$ cat config.mk
export PLATFORM = sky130hd
export DESIGN_NAME = ex_stage
export DESIGN_NICKNAME = d
export VERILOG_FILES = /design/src/rtl/ex_stage.sv
export SDC_FILE = /design/constraint.sdc
export NUM_CORES = 2
export LEC_CHECK = 0
export CAP_MARGIN = 25
export CELL_PAD_IN_SITES_DETAIL_PLACEMENT = 0
export CELL_PAD_IN_SITES_GLOBAL_PLACEMENT = 2
export CORE_ASPECT_RATIO = 1.2
export CORE_MARGIN = 10
export CORE_UTILIZATION = 33
export DETAILED_ROUTE_END_ITERATION = 6
export PLACE_DENSITY = 0.87
export SLEW_MARGIN = 40
export SYNTH_ARGS = -nofsm -noshare
export SYNTH_HDL_FRONTEND = slang
export SYNTH_SLANG_ARGS = --single-unit
$ cat constraint.sdc
create_clock -name clk -period 7.1 [get_ports clk]
set_input_delay 1.065 -clock clk [delete_from_list [all_inputs] [get_ports clk]]
set_output_delay 1.065 -clock clk [all_outputs]
set_load 0.005 [all_outputs]
$ cat src/rtl/ex_stage.sv
// Execute stage of the 5-stage MIPS pipeline: ALU, HI/LO, a 32-step restoring divider and the data SRAM request.
// Define EX_MULT_EN to let MULT/MULTU write {HI, LO} in a single cycle; otherwise they behave as NOPs.
module ex_stage #(
   parameter int ID_TO_EX_WD  = 159,
   parameter int EX_TO_MEM_WD = 76,
   parameter int EX_TO_ID_WD  = 38,
   parameter int STALL_WD     = 6
) (
   input  logic                    clk,
   input  logic                    rst,
   input  logic [STALL_WD-1:0]     stall,
   input  logic [ID_TO_EX_WD-1:0]  id_to_ex_bus,
   output logic [EX_TO_MEM_WD-1:0] ex_to_mem_bus,
   output logic [EX_TO_ID_WD-1:0]  ex_to_id_bus,
   output logic                    data_sram_en,
   output logic [3:0]              data_sram_wen,
   output logic [31:0]             data_sram_addr,
   output logic [31:0]             data_sram_wdata,
   output logic                    stallreq_for_ex
);

   typedef enum logic [1:0] {DIV_IDLE, DIV_BUSY, DIV_DONE} div_state_t;

   logic [ID_TO_EX_WD-1:0] id_ex_q;

   always_ff @(posedge clk) begin
      if (rst) begin
         id_ex_q <= '0;
      end else if (stall[2] && !stall[3]) begin
         id_ex_q <= '0;
      end else if (!stall[2]) begin
         id_ex_q <= id_to_ex_bus;
      end
   end

   logic [31:0] pc, inst, rdata1, rdata2;
   logic [11:0] alu_op;
   logic [2:0]  src1;
   logic [3:0]  src2;
   logic        ram_en, rf_we, sel_rf_res;
   logic [3:0]  ram_wen;
   logic [4:0]  rf_waddr;

   assign pc         = id_ex_q[158:127];
   assign inst       = id_ex_q[126:95];
   assign alu_op     = id_ex_q[94:83];
   assign src1       = id_ex_q[82:80];
   assign src2       = id_ex_q[79:76];
   assign ram_en     = id_ex_q[75];
   assign ram_wen    = id_ex_q[74:71];
   assign rf_we      = id_ex_q[70];
   assign rf_waddr   = id_ex_q[69:65];
   assign sel_rf_res = id_ex_q[64];
   assign rdata1     = id_ex_q[63:32];
   assign rdata2     = id_ex_q[31:0];

   // Full SPECIAL-format decode, so reserved fields must be zero for a match.
   logic special, is_mfhi, is_mflo, is_mthi, is_mtlo, is_div, is_divu;
   assign special = (inst[31:26] == 6'b000000);
   assign is_mfhi = special && inst[25:16] == 10'd0 && inst[10:6] == 5'd0 && inst[5:0] == 6'b010000;
   assign is_mflo = special && inst[25:16] == 10'd0 && inst[10:6] == 5'd0 && inst[5:0] == 6'b010010;
   assign is_mthi = special && inst[20:6] == 15'd0 && inst[5:0] == 6'b010001;
   assign is_mtlo = special && inst[20:6] == 15'd0 && inst[5:0] == 6'b010011;
   assign is_div  = special && inst[15:6] == 10'd0 && inst[5:0] == 6'b011010;
   assign is_divu = special && inst[15:6] == 10'd0 && inst[5:0] == 6'b011011;

   logic [31:0] src1_val, src2_val;
   assign src1_val = ({32{src1[2]}} & {27'd0, inst[10:6]})
                   | ({32{src1[1]}} & pc)
                   | ({32{src1[0]}} & rdata1);
   assign src2_val = ({32{src2[3]}} & {16'd0, inst[15:0]})
                   | ({32{src2[2]}} & 32'd8)
                   | ({32{src2[1]}} & {{16{inst[15]}}, inst[15:0]})
                   | ({32{src2[0]}} & rdata2);

   logic [31:0] sum_res, diff_res, slt_res, sltu_res, sll_res, srl_res, sra_res, lui_res, alu_res;
   assign sum_res  = src1_val + src2_val;
   assign diff_res = src1_val - src2_val;
   assign slt_res  = {31'd0, $signed(src1_val) < $signed(src2_val)};
   assign sltu_res = {31'd0, src1_val < src2_val};
   assign sll_res  = src2_val << src1_val[4:0];
   assign srl_res  = src2_val >> src1_val[4:0];
   assign sra_res  = $signed(src2_val) >>> src1_val[4:0];
   assign lui_res  = {src2_val[15:0], 16'h0000};

   assign alu_res = ({32{alu_op[11]}} & sum_res)
                  | ({32{alu_op[10]}} & diff_res)
                  | ({32{alu_op[9]}}  & slt_res)
                  | ({32{alu_op[8]}}  & sltu_res)
                  | ({32{alu_op[7]}}  & (src1_val & src2_val))
                  | ({32{alu_op[6]}}  & ~(src1_val | src2_val))
                  | ({32{alu_op[5]}}  & (src1_val | src2_val))
                  | ({32{alu_op[4]}}  & (src1_val ^ src2_val))
                  | ({32{alu_op[3]}}  & sll_res)
                  | ({32{alu_op[2]}}  & srl_res)
                  | ({32{alu_op[1]}}  & sra_res)
                  | ({32{alu_op[0]}}  & lui_res);

   logic [31:0] hi_q, lo_q, ex_result;
   assign ex_result = is_mfhi ? hi_q : (is_mflo ? lo_q : alu_res);

   // Divider: one IDLE cycle to latch magnitudes, then 32 BUSY steps; DONE waits for EX to advance.
   div_state_t  div_state_q, div_state_d;
   logic [4:0]  div_count_q;
   logic [31:0] rem_q, quo_q, dvs_q;
   logic        neg_quo_q, neg_rem_q;
   logic        div_start, div_step, div_finish;

   always_ff @(posedge clk) begin
      if (rst) div_state_q <= DIV_IDLE;
      else     div_state_q <= div_state_d;
   end

   always_comb begin
      div_state_d     = div_state_q;
      stallreq_for_ex = 1'b0;
      div_start       = 1'b0;
      div_step        = 1'b0;
      div_finish      = 1'b0;
      case (div_state_q)
         DIV_IDLE: begin
            if (is_div || is_divu) begin
               stallreq_for_ex = 1'b1;
               div_start       = 1'b1;
               div_state_d     = DIV_BUSY;
            end
         end
         DIV_BUSY: begin
            stallreq_for_ex = 1'b1;
            div_step        = 1'b1;
            if (div_count_q == 5'd31) begin
               div_finish  = 1'b1;
               div_state_d = DIV_DONE;
            end
         end
         DIV_DONE: begin
            if (!stall[2]) div_state_d = DIV_IDLE;
         end
         default: div_state_d = DIV_IDLE;
      endcase
   end

   logic [32:0] shifted, trial;
   logic        fits;
   logic [31:0] rem_next, quo_next, quo_final, rem_final;
   assign shifted   = {rem_q, quo_q[31]};
   assign trial     = shifted - {1'b0, dvs_q};
   assign fits      = !trial[32];
   assign rem_next  = fits ? trial[31:0] : shifted[31:0];
   assign quo_next  = {quo_q[30:0], fits};
   assign quo_final = (dvs_q == 32'd0) ? 32'hFFFF_FFFF : (neg_quo_q ? -quo_next : quo_next);
   assign rem_final = neg_rem_q ? -rem_next : rem_next;

   always_ff @(posedge clk) begin
      if (rst) begin
         div_count_q <= '0;
         rem_q       <= '0;
         quo_q       <= '0;
         dvs_q       <= '0;
         neg_quo_q   <= 1'b0;
         neg_rem_q   <= 1'b0;
      end else if (div_start) begin
         div_count_q <= '0;
         rem_q       <= '0;
         quo_q       <= (is_div && rdata1[31]) ? -rdata1 : rdata1;
         dvs_q       <= (is_div && rdata2[31]) ? -rdata2 : rdata2;
         neg_quo_q   <= is_div && (rdata1[31] ^ rdata2[31]);
         neg_rem_q   <= is_div && rdata1[31];
      end else if (div_step) begin
         div_count_q <= div_count_q + 5'd1;
         rem_q       <= rem_next;
         quo_q       <= quo_next;
      end
   end

`ifdef EX_MULT_EN
   logic        is_mult, is_multu;
   logic [63:0] product;
   assign is_mult  = special && inst[15:6] == 10'd0 && inst[5:0] == 6'b011000;
   assign is_multu = special && inst[15:6] == 10'd0 && inst[5:0] == 6'b011001;
   assign product  = is_mult
                   ? $signed({{32{rdata1[31]}}, rdata1}) * $signed({{32{rdata2[31]}}, rdata2})
                   : {32'd0, rdata1} * {32'd0, rdata2};
`endif

   always_ff @(posedge clk) begin
      if (rst) begin
         hi_q <= '0;
         lo_q <= '0;
      end else if (div_finish) begin
         hi_q <= rem_final;
         lo_q <= quo_final;
      end else if (!stall[2]) begin
         if (is_mthi) hi_q <= rdata1;
         if (is_mtlo) lo_q <= rdata1;
`ifdef EX_MULT_EN
         if (is_mult || is_multu) {hi_q, lo_q} <= product;
`endif
      end
   end

   assign data_sram_en    = ram_en & ~stallreq_for_ex;
   assign data_sram_wen   = ram_wen & {4{data_sram_en}};
   assign data_sram_addr  = alu_res;
   assign data_sram_wdata = rdata2;

   assign ex_to_mem_bus = {pc, ram_en, ram_wen, sel_rf_res, rf_we, rf_waddr, ex_result};
   assign ex_to_id_bus  = {rf_we, rf_waddr, ex_result};

endmodule
# Word level (Yosys, flattened, before mapping)
# Index checks and enable logic that the tools add are counted.
[word_totals] latchBits=0 inputBits=167 elab_cells=136 memories=0 ramBits=0 ff_bits=328 rom_bits=0
[classes] mux=26 n_shift=3 mul=0 add_sub_neg=8 n_lt_le_gt_ge=2 n_div=0 reduce_logical=32 bitwise_logic=42 n_eq_ne=13
[op_table] op="32-bit two-way mux" n=16
[op_table] op="32-bit OR" n=16
[op_table] op="32-bit bitwise AND" n=15
[op_table] op="32-bit negation" n=4
[op_table] op="32-bit by 1-bit bitwise AND with 32-bit output" n=2
[op_table] op="32-bit less-than comparator" n=2
[op_table] op="6-bit by 5-bit equality test with 1-bit output (second input constant)" n=6
[op_table] op="33-bit by 32-bit subtractor with 33-bit output" n=1
[op_table] op="32-bit adder" n=1
[op_table] op="32-bit by 16-bit bitwise AND with 32-bit output" n=1
[op_table] op="32-bit by 5-bit bitwise AND with 32-bit output" n=1
[op_table] op="32-bit zero test" n=1
[op_table] op="32-bit inverter" n=1
[op_table] op="32-bit by 4-bit OR with 32-bit output" n=1
[op_table] op="32-bit by 5-bit left shift with 32-bit output" n=1
[op_table] op="32-bit by 5-bit right shift with 32-bit output" n=1
[op_table] op="32-bit by 5-bit >>> shifter with 32-bit output" n=1
[op_table] op="32-bit subtractor" n=1
[op_table] op="32-bit bitwise XOR" n=1
[op_table] op="10-bit zero test" n=2
[op_table] op="15-bit zero test" n=1
[op_table] op="1-bit logical AND" n=14
[op_table] op="6-bit zero test" n=1
[op_table] op="2-bit two-way mux" n=3
[op_table] op="21 further kinds" n=32

# Logic depth before layout (Yosys ltp)
[logic_depth] ltp_word=19 mapped_depth=24

# Worst setup path before layout
# Ideal clock, no wire load.
[synth_path] path_type="flip-flop to output port" from="reg id_ex_q[80]" to="out ex_to_mem_bus[28]" t_required_ns=6.035 n_path_buf=6 path_stages_with_launch=21 t_arrival_ns=5.016 path_slack_ns=1.019 path_cell_list="dfxtp_1 clkbuf_1 a222oi_1 clkbuf_1 inv_1 buf_1 clkbuf_1 clkbuf_1 fa_1 a21oi_1 o21ai_0 a21oi_1 o21ai_0 a41o_1 a2111oi_0 o21a_1 o31ai_1 or4b_1 nor2_1 o21ai_0 buf_4"
[synth_between] elab_chain_len=17
[synth_rtl] element="start, declared" line_no="24" source="logic [ID_TO_EX_WD-1:0] id_ex_q;"
[synth_rtl] element="start signal, assigned" line_no="32" source="id_ex_q <= id_to_ex_bus;"
[synth_rtl] element="32-bit bitwise AND *" line_no="70" source="| ({32{src1[0]}} & rdata1);"
[synth_rtl] element="32-bit OR *" line_no="70"
[synth_rtl] element="32-bit adder / 32-bit subtractor (equally long branches)" line_no="77, 78"
[synth_rtl] element="32-bit bitwise AND, on equally long branches" line_no="86, 87"
[synth_rtl] element="32-bit OR" line_no="87" source="| ({32{alu_op[10]}} & diff_res)"
[synth_rtl] element="32-bit OR" line_no="88" source="| ({32{alu_op[9]}} & slt_res)"
[synth_rtl] element="32-bit OR" line_no="89" source="| ({32{alu_op[8]}} & sltu_res)"
[synth_rtl] element="32-bit OR" line_no="90" source="| ({32{alu_op[7]}} & (src1_val & src2_val))"
[synth_rtl] element="32-bit OR" line_no="91" source="| ({32{alu_op[6]}} & ~(src1_val | src2_val))"
[synth_rtl] element="32-bit OR" line_no="92" source="| ({32{alu_op[5]}} & (src1_val | src2_val))"
[synth_rtl] element="32-bit OR" line_no="93" source="| ({32{alu_op[4]}} & (src1_val ^ src2_val))"
[synth_rtl] element="32-bit OR" line_no="94" source="| ({32{alu_op[3]}} & sll_res)"
[synth_rtl] element="32-bit OR" line_no="95" source="| ({32{alu_op[2]}} & srl_res)"
[synth_rtl] element="32-bit OR *" line_no="96" source="| ({32{alu_op[1]}} & sra_res)"
[synth_rtl] element="32-bit OR *" line_no="97" source="| ({32{alu_op[0]}} & lui_res);"
[synth_rtl] element="net data_sram_addr[28]" line_no="17" source="output logic [31:0] data_sram_addr,"
[synth_rtl] element="32-bit two-way mux * (2 in series)" line_no="100" source="assign ex_result = is_mfhi ? hi_q : (is_mflo ? lo_q : alu_res);"
[synth_rtl] element="end, declared" line_no="13" source="output logic [EX_TO_MEM_WD-1:0] ex_to_mem_bus,"
# Mark *: on every way through the listed nets, which the timed path passes. The rest lies on a longest branch.

# Worst setup path after layout
[layout_path] from="reg id_ex_q[77]" to="out ex_to_mem_bus[28]"
[layout_between] elab_chain_len=18
[layout_rtl] element="32-bit bitwise AND *" line_no="73" source="| ({32{src2[1]}} & {{16{inst[15]}}, inst[15:0]})"
[layout_rtl] element="32-bit OR *" line_no="73"
[layout_rtl] element="32-bit OR *" line_no="74" source="| ({32{src2[0]}} & rdata2);"
[layout_rtl] element="32-bit adder / 32-bit subtractor (equally long branches)" line_no="77, 78"
[layout_rtl] element="32-bit bitwise AND, on equally long branches" line_no="86, 87"
[layout_rtl] element="32-bit OR" line_no="87"
[layout_rtl] element="32-bit OR" line_no="88"
[layout_rtl] element="32-bit OR" line_no="89"
[layout_rtl] element="32-bit OR" line_no="90"
[layout_rtl] element="32-bit OR" line_no="91"
[layout_rtl] element="32-bit OR" line_no="92"
[layout_rtl] element="32-bit OR" line_no="93"
[layout_rtl] element="32-bit OR" line_no="94"
[layout_rtl] element="32-bit OR" line_no="95"
[layout_rtl] element="32-bit OR" line_no="96"
[layout_rtl] element="32-bit OR *" line_no="97"
[layout_rtl] element="32-bit two-way mux * (2 in series)" line_no="100"
# Every way passes the cells marked *; elsewhere a longest branch is shown, timed or not.

==> flow_summary_export.csv <==
group,metric,value,unit
worst_hold_path,min_path_cells,2,
worst_setup_path,worstPathCellList,"buf_4, buf_4, o21ai_1, nand2_2, ha_1, a21o_1, a21oi_1, o221ai_1, a211oi_1, nor3b_1, a2111oi_1, buf_4, o21a_1, o31ai_1, or4b_1, nor2_1, buf_4, o21ai_0, buf_4, clkdlybuf4s50_1",
synth,avgSynthCellArea,7.50,um^2
worst_setup_path,cp_max_fo,10,
timing,max_freq,0.144,GHz
placed_design,hpwlAfterDp,115,mm
power,p_per_area,164,nW/um^2
synth,synthCells,3850,
grt,grt.overflow.total,0,
worst_setup_path,crit_path_end_kind,"output pin",
flow_run,drv_cap,0,
timing,tightest_slew,0.970,ns
route,drt_first_pass_iters,7,
outcome,violations,"DRC",
placed_design,port_buffers,346,
die,start_util,0.334,
worst_setup_path,setup.worst_path.start_class,"register",
worst_setup_path,cpPeakStageDelay,0.59,ns
timing,finalCriticalPeriod,6.92,ns
power,leakagePower,13.9,nW
worst_hold_path,hold_path_class,"register to register",
synth,yosysMostFrequentCell,"nor2_1",
timing,slew_viol_final,0,
worst_setup_path,r2r_end,"hi_q[30]",
worst_hold_path,min-delay-start,"div_count_q[4]",
grt,track_usage,0.276,
final_layout,multi_input_area,19800,um^2
die,dieArea,99800,um^2
worst_setup_path,critPathRequiredTime,6.03,ns
die,die_width,290,um
worst_setup_path,worstReg2RegStart,"dvs_q[24]",
route,drc,2,
die,die_h,344,um
worst_setup_path,arrival,5.86,ns
worst_setup_path,cp_num_buf_inv,6,
synth,yosys_warnings,0,
final_layout,drive_above_1_share,0.0829,
clocking,h-tree-depth,2,
synth,ys_ff_latch,328,
synth,syn_nets,4151,
worst_setup_path,crit_slowest_cell,"or4b_1",
clocking,cts_max_path_buffers,3,
grt,grt_util_met2,0.458,
timing,finalCritPeriodShare,0.975,
route,avgRoutedWirePerCell,28.3,um
synth,synth_area_leaders,"dfxtp_1, mux2i_1, nor2_1",
synth,syn_area,28900,um^2
worst_setup_path,worst_r2r_path_depth,19,
grt,grt_util_met3,0.0414,
route,routed_wl,146,mm
timing,hold_viol_final,0,
clocking,clk_pin_slew,0.06,ns
clocking,cts_buffers,39,
synth,yosys.area.top_type,"dfxtp_1",
synth,synth_ff_type,"dfxtp_1",
synth,synth_top_area_share,0.227,
synth,ys_seq_area_frac,0.227,
final_layout,register_area,6570,um^2
synth,synth_edf_count,0,
final_layout,area_growth,19.8,%
worst_hold_path,worstHoldEndpoint,"div_count_q[4]",
timing,final.setup.tns,0,ns
grt,grt_start_max_net_pins,141,
synth,synth_common_cells,"nor2_1, nand2_1, mux2i_1",
grt,busiest_layer,"met2",
route,drt_iter0_markers,3314,
worst_setup_path,setup.worst_path.class,"register to output pin",
route,viasPerCell,5.87,
die,num_rows,118,
grt,grtUsageMet1,0.342,
clocking,cts-root-buf,"clkbuf_16",
clocking,clk_latency,0.59,ns
final_layout,fin_nets,4286,
worst_setup_path,crit_family,"compound AO/OA/AOI/OAI gates",
timing,setup_viol,0,
clocking,cts_sinks,328,
synth,ys_types,92,
timing,clock_skew,0.0305,ns
grt,antenna_found_initial,5,
power,ir_drop,0.000160,V
clocking,cts_tree,"done",
worst_setup_path,critPathMostFrequentCell,"buf_4",
grt,grt_pass1_vias,28800,
placed_design,gp_congestion,1.06,
timing,rsz0062_at_grt,"false",
worst_setup_path,reg2reg_setup_slack,1.42,ns
final_layout,nFillCells,9250,
grt,grt_pass1_wl,207,mm
synth,synthArstFlopShare,0,
die,io_pins,351,
route,num_vias,30300,
die,core,86500,um^2
timing,hold_slack,0.467,ns
outcome,status,"complete, but fails checks",
timing,slew_headroom,0.349,
route,antenna_left,0,
[report_power, final]
| group | switching, W | total, W | internal, W | leakage [nW] |
|---|---|---|---|---|
| logic | 0.000871 | 0.00154 | 0.000665 | 10.6 |
| registers | 0.0000818 | 0.00197 | 0.00189 | 2.67 |
| clock network | 0.000900 | 0.00217 | 0.00127 | 0.650 |
| total | 0.00185 | 0.00567 | 0.00382 | 13.9 |
[state kept, by name, indices dropped and copies added, names as in the netlist]
signal       flops
id_ex_q        159
lo_q            32
neg_quo_q        1
quo_q           32
hi_q            32
div_count_q      5
rem_q           32
neg_rem_q        1
dvs_q           32
div_state_q      2
[stage by stage]
stage / cells / util / setup WS, ns / power [W] / instance area [um^2]
after floorplan: 3850 / - / 1.02 / 0.00271 / 28900
after global placement: 5079 / 0.383 / 0.486 / 0.00350 / 33100
after detailed placement: 5081 / 0.383 / 0.568 / 0.00350 / 33200
after CTS: 5152 / 0.399 / 0.0446 / 0.00567 / 34500
after global routing: 5155 / 0.400 / 0.00487 / 0.00584 / 34600
final: 5158 / 0.400 / 0.175 / 0.00567 / 34600
[worst min-delay path, cell delays in order (launching register included)]
cell and delay [ns]:
dfxtp_1 0.31, nand2_1 0.05, a21oi_1 0.05
[worst max-delay path by stage]
stage / end / from / depth (start not counted) / slack (ns)
floorplan: ex_to_mem_bus[28] / id_ex_q[80] / 20 / 1.02
detailed placement: ex_to_mem_bus[31] / id_ex_q[77] / 20 / 0.57
global placement: ex_to_mem_bus[31] / id_ex_q[77] / 20 / 0.49
CTS: ex_to_mem_bus[28] / id_ex_q[77] / 20 / 0.04
finish: ex_to_mem_bus[28] / id_ex_q[77] / 20 / 0.18
global route: ex_to_mem_bus[28] / id_ex_q[80] / 20 / 0.005
[layout by cell type (no fill, tap or decap), types with 27 or more instances in the layout]
cell type,synthesis,final
nor3_1,62,60
inv_1,150,148
a22o_1,46,46
a21oi_1,203,202
o31ai_1,46,46
nor2b_1,28,27
xor2_1,85,85
clkdlybuf4s50_1,0,344
nor2_1,465,463
or3_1,30,29
nand2_1,356,353
mux2i_1,335,335
mux2_2,30,30
o211ai_1,39,39
clkbuf_16,0,40
a311oi_1,39,39
a22oi_1,31,31
xnor2_1,99,99
a221oi_1,53,53
ha_1,131,130
o21ai_0,235,228
a211oi_1,133,133
nand3_1,61,61
buf_4,115,175
dfxtp_1,328,325
[cells by family after synthesis]
group | Yosys count | share of synthesized area
AND/OR/NAND/NOR | 1165 | 0.180
AO/OA/AOI/OAI | 1087 | 0.258
buffers and inverters | 587 | 0.0922
multiplexers | 365 | 0.128
flip-flops | 328 | 0.227
XOR/XNOR | 184 | 0.0558
adder cells (fa/ha/maj) | 134 | 0.0588
[layer usage]
metal  vias up  routed length (um)
met5         -                  44
met4         6                8330
met3       249                9410
met2      1185               67800
met1     14800               60400
li1      14000                   -
[final cells by class]
type                            instances  share of cell area
Clock buffer                           49              0.0299
Tap cell                             1140              0.0412
Multi-Input combinational cell       2935               0.571
Timing Repair Buffer                  527               0.142
Antenna cell                            3            0.000217
Clock inverter                         22             0.00901
Inverter                              154              0.0167
Sequential cell                       328               0.190
[timing repair]
| action | in CTS | in global routing |
|---|---|---|
| pin swaps | 0 | 2 |
| resized for setup | 4 | 13 |
| buffers inserted | 0 | 2 |
| hold buffers | 0 | 0 |
| cloned | 0 | 1 |
| endpoints found under the setup margin | 6 | 15 |
Power figures use the tool's default switching activity.
